===== config.mk =====
export PLATFORM = sky130hd
export DESIGN_NAME = hex_stream_reader
export DESIGN_NICKNAME = d
export VERILOG_FILES = /design/src/rtl/hex_stream_pkg.sv /design/src/rtl/hex_char_decode.sv /design/src/rtl/hex_stream_reader.sv
export SDC_FILE = /design/constraint.sdc
export NUM_CORES = 1
export LEC_CHECK = 0
export CORE_MARGIN = 5
export CORE_UTILIZATION = 50
export CTS_BUF_LIST = sky130_fd_sc_hd__clkbuf_4
export CTS_CLUSTER_DIAMETER = 120
export DETAILED_ROUTE_END_ITERATION = 8
export MAX_ROUTING_LAYER = met4
export PLACE_DENSITY = 0.78
export SKIP_CTS_REPAIR_TIMING = 1
export SYNTH_ARGS = -nofsm -noshare
export SYNTH_HDL_FRONTEND = slang
export SYNTH_SLANG_ARGS = --single-unit

===== constraint.sdc =====
create_clock -name clk -period 2.6 [get_ports clk]
set_clock_uncertainty 0.15 [all_clocks]
set_input_delay 0.26 -clock clk [delete_from_list [all_inputs] [get_ports clk]]
set_output_delay 0.26 -clock clk [all_outputs]
set_load 0.02 [all_outputs]

===== src/rtl/hex_stream_pkg.sv =====
// Shared types and constants for the ASCII hex stream reader: FSM states,
// whitespace byte codes and the byte classification result.
package hex_stream_pkg;

  typedef enum logic [2:0] {
    IDLE  = 3'd0,
    SKIP  = 3'd1,
    ACCUM = 3'd2,
    HOLD  = 3'd3,
    DONE  = 3'd4
  } state_e;

  localparam logic [7:0] SP = 8'h20;
  localparam logic [7:0] HT = 8'h09;
  localparam logic [7:0] LF = 8'h0A;
  localparam logic [7:0] CR = 8'h0D;

  typedef enum logic [1:0] {
    WS  = 2'd0,
    HEX = 2'd1,
    BAD = 2'd2
  } byte_class_e;

endpackage


===== src/rtl/hex_char_decode.sv =====
// Classifies one ASCII byte as whitespace, hex digit or illegal, and gives
// the 4-bit digit value (zero unless the byte is a hex digit).
module hex_char_decode
  import hex_stream_pkg::*;
(
  input  logic [7:0]  ch,
  output byte_class_e cls,
  output logic [3:0]  val
);

  always_comb begin
    cls = BAD;
    val = 4'h0;
    if (ch == SP || ch == HT || ch == LF || ch == CR) begin
      cls = WS;
    end else if (ch >= 8'h30 && ch <= 8'h39) begin
      cls = HEX;
      val = ch[3:0];
    end else if ((ch >= 8'h61 && ch <= 8'h66) || (ch >= 8'h41 && ch <= 8'h46)) begin
      // 'a'/'A' have low nibble 1, so +9 maps them onto 10..15
      cls = HEX;
      val = ch[3:0] + 4'd9;
    end
  end

endmodule


===== src/rtl/hex_stream_reader.sv =====
// Parses a stream of whitespace-separated ASCII hex tokens into binary words,
// with eof flush, seek restart and sticky character/overflow error flags.
module hex_stream_reader
  import hex_stream_pkg::*;
#(
  parameter int DATA_WIDTH = 32,
  parameter int MAX_DIGITS = DATA_WIDTH / 4,
  parameter int CNT_WIDTH  = 16
) (
  input  logic                  clk,
  input  logic                  reset,
  input  logic                  byte_valid,
  input  logic [7:0]            byte_data,
  output logic                  byte_ready,
  input  logic                  byte_eof,
  input  logic                  seek,
  input  logic                  err_clr,
  output logic                  word_valid,
  output logic [DATA_WIDTH-1:0] word_data,
  input  logic                  word_ready,
  output logic [CNT_WIDTH-1:0]  word_count,
  output logic                  done,
  output logic                  err_char,
  output logic                  err_ovf,
  output state_e                state_dbg
);

  localparam int DCW = $clog2(MAX_DIGITS + 2);
  localparam logic [DCW-1:0] DIG_MAX = DCW'(MAX_DIGITS);
  localparam logic [DCW-1:0] DIG_SAT = DCW'(MAX_DIGITS + 1);

  state_e                state, state_n;
  logic [DATA_WIDTH-1:0] acc, acc_n, word_data_n;
  logic [DCW-1:0]        dig_cnt, dig_cnt_n;
  logic [CNT_WIDTH-1:0]  word_count_n;
  logic                  set_char, set_ovf, byte_hs;
  byte_class_e           cls;
  logic [3:0]            dig_val;

  hex_char_decode u_decode (
    .ch  (byte_data),
    .cls (cls),
    .val (dig_val)
  );

  // Both ports: a transfer happens on a rising edge where valid and ready are
  // both high; valid never waits on ready, and the payload holds while valid.
  assign byte_ready = (state == SKIP) || (state == ACCUM);
  assign byte_hs    = byte_valid && byte_ready;
  assign word_valid = (state == HOLD);
  assign done       = (state == DONE);
  assign state_dbg  = state;

  always_comb begin
    state_n      = state;
    acc_n        = acc;
    dig_cnt_n    = dig_cnt;
    word_data_n  = word_data;
    word_count_n = word_count;
    set_char     = 1'b0;
    set_ovf      = 1'b0;
    unique case (state)
      IDLE: state_n = SKIP;
      SKIP: begin
        if (byte_hs) begin
          if (cls == HEX) begin
            acc_n     = DATA_WIDTH'(dig_val);
            dig_cnt_n = DCW'(1);
            state_n   = ACCUM;
          end else if (cls == BAD) begin
            set_char = 1'b1;
          end
        end else if (byte_eof) begin
          state_n = DONE;
        end
      end
      ACCUM: begin
        if (byte_hs) begin
          if (cls == HEX) begin
            acc_n = (acc << 4) | DATA_WIDTH'(dig_val);
            // Overflow keeps wrapping the value; the count parks at DIG_SAT
            if (dig_cnt >= DIG_MAX) set_ovf = 1'b1;
            if (dig_cnt < DIG_SAT) dig_cnt_n = dig_cnt + DCW'(1);
          end else if (cls == WS) begin
            word_data_n = acc;
            dig_cnt_n   = '0;
            state_n     = HOLD;
          end else begin
            set_char  = 1'b1;
            acc_n     = '0;
            dig_cnt_n = '0;
            state_n   = SKIP;
          end
        end else if (byte_eof) begin
          word_data_n = acc;
          dig_cnt_n   = '0;
          state_n     = HOLD;
        end
      end
      HOLD: begin
        if (word_ready) begin
          word_count_n = word_count + CNT_WIDTH'(1);
          state_n      = SKIP;
        end
      end
      DONE: state_n = DONE;
      default: state_n = IDLE;
    endcase

    // Seek overrides whatever the byte/eof/word logic decided this cycle
    if (seek && state != IDLE) begin
      state_n      = SKIP;
      acc_n        = '0;
      dig_cnt_n    = '0;
      word_count_n = word_count;
      set_char     = 1'b0;
      set_ovf      = 1'b0;
    end
  end

  always_ff @(posedge clk or negedge reset) begin
    if (!reset) begin
      state      <= IDLE;
      acc        <= '0;
      dig_cnt    <= '0;
      word_data  <= '0;
      word_count <= '0;
      err_char   <= 1'b0;
      err_ovf    <= 1'b0;
    end else begin
      state      <= state_n;
      acc        <= acc_n;
      dig_cnt    <= dig_cnt_n;
      word_data  <= word_data_n;
      word_count <= word_count_n;
      err_char   <= set_char | (err_char & ~err_clr);
      err_ovf    <= set_ovf | (err_ovf & ~err_clr);
    end
  end

endmodule


==> summary.txt <==
Final layout
  • Fin nets: 413
  • Leading cell types in the layout, fill and taps excluded: dfrtp_1, clkdlybuf4s50_1, mux2_4, a22o_1, buf_4
  • Fraction of layout cells with a size suffix above 1: 21.8%
  • Most common cell after layout, fill and taps aside: dfrtp_1
  • Filler Cell Count: 639
  • Cell Count, Final, Fillers Out: 501
  • Syn-to-layout area delta: 26.2%

Placement
  • Post-DP HPWL: 5.95 mm
  • Routability Congestion: 0.888
  • IO buf count: 70
  • Placed Instances: 483

Worst setup path
  • Kind of cell adding the most delay to the critical path: compound AO/OA/AOI/OAI gates
  • CP peak stage delay: 0.60 ns
  • Crit path buffers/inverters: 2
  • WP depth: 9
  • Worst setup SP type: primary input
  • Critical Path End Type: register
  • Slowest-stage cell, CP: o21bai_4
  • Setup CP Type: in -> reg
  • Worst endpoint data arrival time: 2.61 ns
  • Critical Path Fanout Max: 32
  • Data required, critical path: 2.83 ns
  • Reg2Reg Depth: 6
  • Worst-path cell chain: clkdlybuf4s50_1 -> inv_1 -> ha_1 -> nor4bb_2 -> o31ai_2 -> a21oi_1 -> a21oi_2 -> o21bai_4 -> a22o_1

Clock network
  • Max Root-Sink Buffers: 2
  • Total CTS buffers: 9
  • CTS clk-pin slew, worst paths: 0.15 ns
  • H-tree levels: 3
  • Root Driver: clkbuf_4
  • CTS sink cnt: 89
  • Clock latency on the worst-skew pair: 0.44 ns
  • CTS tree: done

Synth
  • Post-Synth Adder-Cell Area: 2.45%
  • Ys flop type: dfrtp_1
  • Seq cells post-synth: 89
  • XOR/XNOR Fraction of Synth Area: 3.86%
  • Yosys cell types: 52
  • Post-Synthesis Cells: 301
  • Syn_nets: 324
  • Yosys warnings: 0
  • Area share of and/or/nand/nor cells after synthesis: 9.55%
  • Synth Area in Compound Gates: 13.2%
  • Synth Area per Inst: 13.6 sq um
  • Synth area leaders: dfrtp_1, mux2_4, a22o_1, xnor2_1, ha_1
  • Synthesized area: 4090 sq um
  • Post-synth top area cell: dfrtp_1
  • Main combinational cell family by area after synthesis: compound AO/OA/AOI/OAI gates
  • Mux contribution to synthesized area: 12.8%
  • Post-synth EDFFs: 0
  • Sequential share of the synthesized area: 54.5%
  • Share of the synthesized area in the top cell type: 54.5%
  • Ys async rst share: 100%

Detailed routing
  • Vias/cell: 5.44
  • Vias: 2,724
  • Drt first-iter violations: 129
  • DRC Markers: 0
  • Final WL: 8.11 mm
  • ANT nets after route: 0
  • Drt pass-1 iters: 4
  • Wire per inst: 16.2 microns

Floorplanning
  • Initial Utilization: 50.5%
  • Boundary pin count: 71
  • Floorplan core area: 8090 sq um
  • Die area: 10,100 sq um
  • Rows: 33
  • Die Y: 100 microns
  • Die Width: 100 microns

STA
  • Fmax: 421 MHz
  • Rel. slew slack: 50.6%
  • Setup-failing EPs final: 0
  • Fin crit share: 91.4%
  • Hold Vio Cnt, Final: 0
  • RSZ-0062 raised after global routing: false
  • Min Hold Slack: 0.230 ns
  • Period minus WS final: 2.38 ns
  • Slew @ Worst Pin: 0.739 ns
  • Max-slew violations: 0

Global route
  • Largest net degree at the start of global routing: 50
  • Total Routing Usage GR: 17.7%
  • Initial antenna violation count: 1
  • Grt total ovfl: 0
  • Vias in the first global route: 2,766
  • First-pass GRT wire length: 13.7 mm

Power and ir drop
  • P_leak: 2.33 nW
  • PD cells: 512 nW/um^2
  • Max VDD drop: 248 uV

Hold path
  • HP Class: in -> async

Flow run
  • Max-cap violations: 0

Run status
  • Outcome: finished clean
[power by group]
group	switching, W	leakage (nW)	internal, W
Combinational	0.000236	1.02	0.000158
Clock	0.000492	0.0763	0.000302
Sequential	0.0000394	1.23	0.00141
[kinds of logic (layout without fill, tap and decap cells)]
logic type,count (synthesis),count (layout)
flip-flops,89,89
XOR/XNOR,18,18
AO/OA/AOI/OAI,62,62
AND/OR/NAND/NOR,63,63
other,0,1
adder cells (fa/ha/maj),8,8
buffers and inverters,24,118
multiplexers,37,37
[routing by layer]
layer	track usage (%)	part of all wire, %
met2	27.8	50
met3	3.34	3.6
met1	22.9	45
met5	-	0
met4	6.94	1.7
[state kept, by name, summed over array words and instances, names as in the netlist]
signal and cells:
err_char 1, state_dbg 3, acc 32, err_ovf 1, word_data 32, word_count 16, dig_cnt 4
[area by class of cell]
cell class	instances	area [sq um]	share of cell area, %
repair buffers	91	896	17.4
flip-flops and latches	89	2230	43.2
multi-input cells	188	1720	33.3
inverters	11	41.3	0.801
well taps	105	131	2.55
clock buffers	9	67.6	1.31
clock inverters	7	75.1	1.46
diodes	1	2.50	0.0485
[synth_stat cells, types with 2 or more instances]
cell type / number
a21oi_1: 7
a21oi_2: 2
a22o_1: 28
and4_1: 2
buf_2: 6
buf_6: 7
dfrtp_1: 89
ha_1: 8
inv_1: 11
mux2_2: 3
mux2_4: 30
mux2i_1: 4
nand2_1: 14
nand3_1: 8
nand4_1: 3
nor2_1: 13
nor3_1: 4
nor3b_1: 2
nor4_1: 2
o21ai_0: 6
o2bb2ai_1: 5
xnor2_1: 15
xor2_1: 3
[worst paths after layout]
path,startpoint,end,slack [ns]
setup reg to reg,state_dbg[0],acc[6],0.27
setup / recovery,byte_data[1],acc[6],0.22
hold / removal,reset,acc[25],0.23
hold reg to reg,word_count[15],word_count[15],0.32
max in group asynchronous,reset,state_dbg[2],1.41
min in group clk,err_clr,err_char,0.25
[worst register-to-register path, delay by kind of cell, from the launching register on]
| family | cells | cell delay, ns |
|---|---|---|
| flip-flops | 1 | 0.50 |
| AO/OA/AOI/OAI | 4 | 1.26 |
| buffers and inverters | 1 | 0.16 |
| AND/OR/NAND/NOR | 1 | 0.21 |
[through the flow]
stage | cell area [sq um] | setup WS (ns) | util (%) | setup TNS (ns) | total power, W
global route | 5160 | 0.0540 | 63.7 | 0 | 0.00277
finish | 5160 | 0.225 | 63.7 | 0 | 0.00264
global placement | 5000 | -0.0835 | 61.8 | -3.58 | 0.00186
CTS | 5140 | 0.252 | 63.6 | 0 | 0.00266
detailed placement | 5000 | -0.204 | 61.8 | -9.85 | 0.00187
floorplan | 4090 | 0.555 | - | 0 | 0.00174
(Power assumes the default switching activity.)
